<file path="src/rtl/input_action_queue_if.sv">
// Button-action handshake bundle between the input chain and the game-control FSM.
// Latency: none, wires only.
// Backpressure: act_ready from the FSM (master side) throttles the queue.
interface input_action_queue_if #(
    parameter int CNT_W = 3
);
    logic [3:0]       btn_pulse;
    logic             act_ready;
    logic             ovf_clear;
    logic             act_valid;
    logic [1:0]       act_code;
    logic [CNT_W-1:0] fifo_count;
    logic             overflow;

    modport master (
        output btn_pulse,
        output act_ready,
        output ovf_clear,
        input  act_valid,
        input  act_code,
        input  fifo_count,
        input  overflow
    );

    modport slave (
        input  btn_pulse,
        input  act_ready,
        input  ovf_clear,
        output act_valid,
        output act_code,
        output fifo_count,
        output overflow
    );
endinterface

</file>
<file path="src/rtl/input_action_queue.sv">
// Collects one-cycle button pulses into pending bits and queues their 2-bit action codes in order.
// Latency: pulse sets its pending bit at edge N, code is pushed and visible after edge N+1.
// Backpressure: when the FIFO is full and not popping, pending bits are held; only a repeat press merges (overflow).
module input_action_queue #(
    parameter int DEPTH = 4,
    parameter int CNT_W = 3
) (
    input  logic                 clock,
    input  logic                 reset,
    input_action_queue_if.slave  bus
);
    localparam int               AW       = (DEPTH > 1) ? $clog2(DEPTH) : 1;
    localparam logic [CNT_W-1:0] FULL_CNT = CNT_W'(DEPTH);

    // State
    logic [3:0]       r_pend;
    logic [1:0]       r_mem [DEPTH];
    logic [AW-1:0]    r_wr_ptr;
    logic [AW-1:0]    r_rd_ptr;
    logic [CNT_W-1:0] r_count;
    logic [1:0]       r_act_code;
    logic             r_overflow;

    // Combinational helpers
    logic             w_pop;
    logic             w_space;
    logic [3:0]       w_grant;
    logic             w_push;
    logic [1:0]       w_push_code;
    logic             w_merge;
    logic [AW-1:0]    w_rd_ptr_nxt;
    logic [CNT_W-1:0] w_count_nxt;
    logic [1:0]       w_head_nxt;

    // A pop only happens when there is a head to hand over; ready while empty is ignored.
    assign w_pop   = (r_count != '0) && bus.act_ready;
    // A slot is free either because the FIFO is not full or because the head leaves this cycle.
    assign w_space = (r_count < FULL_CNT) || w_pop;

    // Fixed-priority grant: drop > rotate > left > right, one-hot or zero.
    always_comb begin
        w_grant     = 4'b0000;
        w_push_code = 2'd0;
        if (w_space) begin
            if (r_pend[3]) begin
                w_grant     = 4'b1000;
                w_push_code = 2'd3;
            end else if (r_pend[2]) begin
                w_grant     = 4'b0100;
                w_push_code = 2'd2;
            end else if (r_pend[0]) begin
                w_grant     = 4'b0001;
                w_push_code = 2'd0;
            end else if (r_pend[1]) begin
                w_grant     = 4'b0010;
                w_push_code = 2'd1;
            end
        end
    end

    assign w_push  = |w_grant;
    // A pulse landing on a bit that is pending and not leaving this cycle is absorbed.
    assign w_merge = |(bus.btn_pulse & r_pend & ~w_grant);

    assign w_rd_ptr_nxt = w_pop ? (r_rd_ptr + AW'(1)) : r_rd_ptr;

    // Occupancy after this edge; push+pop together leaves it unchanged.
    always_comb begin
        w_count_nxt = r_count;
        case ({w_push, w_pop})
            2'b10:   w_count_nxt = r_count + CNT_W'(1);
            2'b01:   w_count_nxt = r_count - CNT_W'(1);
            default: w_count_nxt = r_count;
        endcase
    end

    // Next head: bypass the pushed code when it lands exactly in the next read slot
    // (only possible when the FIFO is empty after this edge's pop).
    always_comb begin
        w_head_nxt = r_mem[w_rd_ptr_nxt];
        if (w_push && (w_rd_ptr_nxt == r_wr_ptr)) begin
            w_head_nxt = w_push_code;
        end
    end

    // Pending bits and the sticky overflow flag (set wins over clear).
    always_ff @(posedge clock or posedge reset) begin
        if (reset) begin
            r_pend     <= 4'b0000;
            r_overflow <= 1'b0;
        end else begin
            r_pend <= (r_pend & ~w_grant) | bus.btn_pulse;
            if (w_merge) begin
                r_overflow <= 1'b1;
            end else if (bus.ovf_clear) begin
                r_overflow <= 1'b0;
            end
        end
    end

    // FIFO storage write on grant.
    always_ff @(posedge clock or posedge reset) begin
        if (reset) begin
            for (int i = 0; i < DEPTH; i++) begin
                r_mem[i] <= 2'd0;
            end
        end else if (w_push) begin
            r_mem[r_wr_ptr] <= w_push_code;
        end
    end

    // Pointers and occupancy; pointers wrap naturally since DEPTH is a power of two.
    always_ff @(posedge clock or posedge reset) begin
        if (reset) begin
            r_wr_ptr <= '0;
            r_rd_ptr <= '0;
            r_count  <= '0;
        end else begin
            if (w_push) begin
                r_wr_ptr <= r_wr_ptr + AW'(1);
            end
            r_rd_ptr <= w_rd_ptr_nxt;
            r_count  <= w_count_nxt;
        end
    end

    // Registered head code; held while the FIFO stays non-empty without a pop, and kept when it drains.
    always_ff @(posedge clock or posedge reset) begin
        if (reset) begin
            r_act_code <= 2'd0;
        end else if (w_count_nxt != '0) begin
            r_act_code <= w_head_nxt;
        end
    end

    assign bus.act_valid  = (r_count != '0);
    assign bus.act_code   = r_act_code;
    assign bus.fifo_count = r_count;
    assign bus.overflow   = r_overflow;
endmodule

</file>
<file path="src/flat_wrapper.sv">
// flat-port wrapper written by rule: the top's interface ports become plain ports
module input_action_queue_flat 
#(
    parameter int DEPTH = 4,
    parameter int CNT_W = 3
)
  (clock, reset, bus_btn_pulse, bus_act_ready, bus_ovf_clear, bus_act_valid, bus_act_code, bus_fifo_count, bus_overflow);
  input_action_queue_if #(.CNT_W(CNT_W)) bus_i ();
  input  logic clock;
  input  logic reset;
  input wire logic [$bits(bus_i.btn_pulse)-1:0] bus_btn_pulse;
  input wire logic [$bits(bus_i.act_ready)-1:0] bus_act_ready;
  input wire logic [$bits(bus_i.ovf_clear)-1:0] bus_ovf_clear;
  output wire logic [$bits(bus_i.act_valid)-1:0] bus_act_valid;
  output wire logic [$bits(bus_i.act_code)-1:0] bus_act_code;
  output wire logic [$bits(bus_i.fifo_count)-1:0] bus_fifo_count;
  output wire logic [$bits(bus_i.overflow)-1:0] bus_overflow;
  assign bus_i.btn_pulse = bus_btn_pulse;
  assign bus_i.act_ready = bus_act_ready;
  assign bus_i.ovf_clear = bus_ovf_clear;
  assign bus_act_valid = bus_i.act_valid;
  assign bus_act_code = bus_i.act_code;
  assign bus_fifo_count = bus_i.fifo_count;
  assign bus_overflow = bus_i.overflow;
  input_action_queue #(.DEPTH(DEPTH), .CNT_W(CNT_W)) u_core (.clock(clock), .reset(reset), .bus(bus_i));
endmodule
</file>
<file path="config.mk">
export PLATFORM = sky130hd
export DESIGN_NAME = input_action_queue_flat
export DESIGN_NICKNAME = d
export VERILOG_FILES = /design/src/rtl/input_action_queue_if.sv /design/src/rtl/input_action_queue.sv /design/src/flat_wrapper.sv
export SDC_FILE = /design/constraint.sdc
export NUM_CORES = 1
export LEC_CHECK = 0
export ABC_CLOCK_PERIOD_IN_PS = 7000
export CAP_MARGIN = 15
export CORE_UTILIZATION = 45
export DETAILED_ROUTE_END_ITERATION = 6
export PLACE_DENSITY = 0.66
export SYNTH_ARGS = -nofsm -noshare
export SYNTH_HDL_FRONTEND = slang
export SYNTH_SLANG_ARGS = --single-unit
</file>
<file path="constraint.sdc">
create_clock -name clock -period 7 [get_ports clock]
set_input_delay 1.4 -clock clock [delete_from_list [all_inputs] [get_ports clock]]
set_output_delay 1.4 -clock clock [all_outputs]
set_load 0.005 [all_outputs]
</file>
==> key figures <==
Layout
  – Share of cells above drive strength 1: 0.114
  – Final net count: approximately 140
  – Finished Layout Cells: between 150 and 200
  – # diodes: 0
  – Area added between synthesis and finish: 15.6%
  – Filler cells: about 250

STA
  – Final Skew: ~1.7 ps
  – Fin. max-slew vios: 0
  – Final WS setup: 2910 ps
  – Slew HR: 0.446
  – Least-Margin Pin Slew: ~830 ps
  – Setup TNS: 0 ps
  – Fmax: between 200 and 250 MHz
  – Minimum clock period: slightly above 4000 ps
  – Tcrit/Tclk final: 0.585
  – RSZ-0062 raised after global routing: no
  – Final hold violation count: 0
  – Setup violations, final: 0

Yosys
  – Post-Syn Instances: between 100 and 150
  – Number of synthesized flops with an enable pin: 0
  – Avg Cell Area, Syn: roughly 12 um2
  – Synth Flop Type: dfrtp_1
  – FFs w/ async S/R, synth: 1.00
  – Number of distinct library cells after synthesis: 39
  – Post-synthesis sequential area ratio: 0.429
  – Syn Nets: ~120
  – Most frequent cell after synthesis: dfrtp_1
  – Yosys synthesis warning count: 0
  – Area share of the leading cell type in the synthesized netlist: 0.429
  – Top cells by count, synth: dfrtp_1 (22), inv_1 (8), nand2_1 (8)
  – Top post-synthesis cells by area: dfrtp_1 (43%), ha_1 (4.9%), a22o_1 (4.8%)
  – Cell taking the most area after synthesis: dfrtp_1
  – Post-synthesis register bit count: 22
  – Synth Cell Area: about 0.0013 mm2

Clock tree
  – Hold-fix buffers, CTS: 0
  – CTS tree: yes
  – CTS sink cnt: 22
  – Clk buf depth: 2
  – Setup Buffers After CTS: 0
  – Total CTS buffers: 3
  – Clock tree root buffer cell: clkbuf_4
  – Clock Pin Slew Worst Setup and Hold Paths: ~130 ps
  – Post-cts sizing count: 0
  – Worst skew pair latency: about 310 ps
  – H-tree depth: 1

Power and ir drop
  – Leakage: around 0.65 nW
  – VDD IR max: 0.000286 V
  – Pwr Density: 476 mW/mm2

Flow run
  – Max_cap viols: 0

Global routing
  – Pin count of the biggest net entering global routing: 23
  – Vias in the first global route: around 900
  – Global-route wire length before repair: between 3000 and 4000 um
  – Global Route Usage Sum: 0.165
  – Global route overflow: 0
  – Initial antenna violation count: 0

Die
  – Starting Density: 0.470
  – Chip width: roughly 55 um
  – Core box area: between 0.002 and 0.003 mm2
  – # IOs: 15
  – Row Count: 19
  – Die area: 0.00307 mm2
  – Die Ht: between 50 and 60 um

Critical path
  – Flop2flop setup slack: ~4000 ps
  – CP arrival: ~4300 ps
  – R2R cell count: 11
  – WS Path Type: in -> reg
  – CP required: about 7200 ps
  – Critical Path End: u_core.bus.act_code[0]$_DFFE_PP0P_
  – CP endpoint kind: flip-flop
  – Critical path origin: bus_act_ready
  – RR Startpoint: u_core.bus.fifo_count[2]$_DFF_PP0_
  – Reg2reg end: u_core.bus.act_code[0]$_DFFE_PP0P_
  – CP Launch Type: input pin
  – Peak fanout along the critical path: 9

Routing
  – Drt total wl: between 2000 and 2500 um
  – Starting DRT DRC Count: 21
  – Final routed DRC violation total: 0
  – DRT Pass-1 Iters: 2
  – WL per Instance: about 15 um
  – DR vias: 834
  – Antenna viol nets, final: 0
  – Via density: around 5.4

Place
  – # placed instances: 150
  – GP Congestion: 0.773
  – Detailed placement HPWL: roughly 1700 um
  – I/O Buffers: 14
  – Place WS: around 2600 ps

Hold path
  – HP Class: reg -> reg

Outcome
  – Outcome: complete, no violations
==> metrics by stage <==
step	hold WS [ps]	power [mW]	util	cell area, um2
floorplan	458	0.525	-	1280
global placement	471	0.601	0.524	1430
detailed placement	476	0.613	0.524	1430
CTS	505	0.715	0.543	1480
global route	542	0.761	0.543	1480
finish	499	0.707	0.543	1480
==> cell usage in the layout, fill, tap and decap left out, types with 2 or more instances in the layout <==
| cell | count |
|---|---|
| nor2_1 | 5 |
| xnor3_1 | 2 |
| dfrtp_1 | 22 |
| mux2_2 | 2 |
| nand2b_1 | 4 |
| nor3_1 | 3 |
| nand2_1 | 8 |
| a22o_1 | 7 |
| mux2_1 | 4 |
| o21ai_0 | 4 |
| clkbuf_4 | 3 |
| mux4_1 | 2 |
| xor2_1 | 2 |
| clkdlybuf4s50_1 | 14 |
| inv_1 | 8 |
| xnor2_1 | 3 |
| mux2i_1 | 2 |
| ha_1 | 5 |
| a21o_1 | 2 |
| nor2b_1 | 2 |
==> per-layer routing <==
layer / wire, um / global-route usage / vias up
met2: 1110 / 0.287 / 10
met3: 42 / 0.0211 / 2
met5: 0 / 0 / -
met1: 1070 / 0.208 / 406
li1: - / - / 416
met4: 24 / 0.0679 / 0
==> worst max-delay path, stage by stage <==
cell	delay (ps)
clkdlybuf4s50_1	450
nor2b_1	490
a21oi_4	130
inv_1	90
ha_1	170
inv_1	60
fa_1	370
xor2_1	160
o21a_1	210
nor4_4	360
and4bb_1	270
nor3_2	170
==> logic make-up after synthesis <==
group           count (synthesis)  synth area share
simple gates                   32             0.152
xor+xnor                        7            0.0692
buf+inv                        12            0.0478
flops                          22             0.429
mux                            10             0.109
fa+ha+maj                       6            0.0643
compound gates                 20             0.129
==> registers in the layout (all words and copies together) (netlist names) <==
name	count
u_core.r_pend	4
u_core.bus.overflow	1
u_core.r_wr_ptr	2
u_core.bus.act_code	2
u_core.r_rd_ptr	2
u_core.bus.fifo_count	3
u_core.r_mem	8
==> worst min-delay path by stage <==
stage | startpoint | endpoint | slack, ps | cells after the start
2_1_floorplan | u_core.r_mem[6]$_DFFE_PP0P_ | u_core.r_mem[6]$_DFFE_PP0P_ | 460 | 1
3_3_place_gp | u_core.r_mem[6]$_DFFE_PP0P_ | u_core.r_mem[6]$_DFFE_PP0P_ | 470 | 1
3_5_place_dp | u_core.bus.act_code[1]$_DFFE_PP0P_ | u_core.bus.act_code[1]$_DFFE_PP0P_ | 480 | 2
4_1_cts | u_core.bus.act_code[1]$_DFFE_PP0P_ | u_core.bus.act_code[1]$_DFFE_PP0P_ | 510 | 2
5_1_grt | u_core.r_mem[6]$_DFFE_PP0P_ | u_core.r_mem[6]$_DFFE_PP0P_ | 540 | 1
6_report | u_core.bus.act_code[1]$_DFFE_PP0P_ | u_core.bus.act_code[1]$_DFFE_PP0P_ | 500 | 2
==> report_power, final <==
part           internal (mW)  total, mW  leakage, nW  switching (mW)
Combinational          0.207      0.365        0.374           0.158
Clock                 0.0578     0.0987       0.0279          0.0409
Sequential             0.184      0.243        0.249          0.0582
==> layout make-up <==
type | instances | area [um2] | area share
sequential | 22 | 551 | 0.371
timing repair buffer | 14 | 140 | 0.0944
multi-input combinational | 75 | 672 | 0.453
inverter | 8 | 30.0 | 0.0202
clock buffer | 3 | 22.5 | 0.0152
clock inverter | 1 | 30.0 | 0.0202
tap | 31 | 38.8 | 0.0261
(Power assumes the default switching activity.)
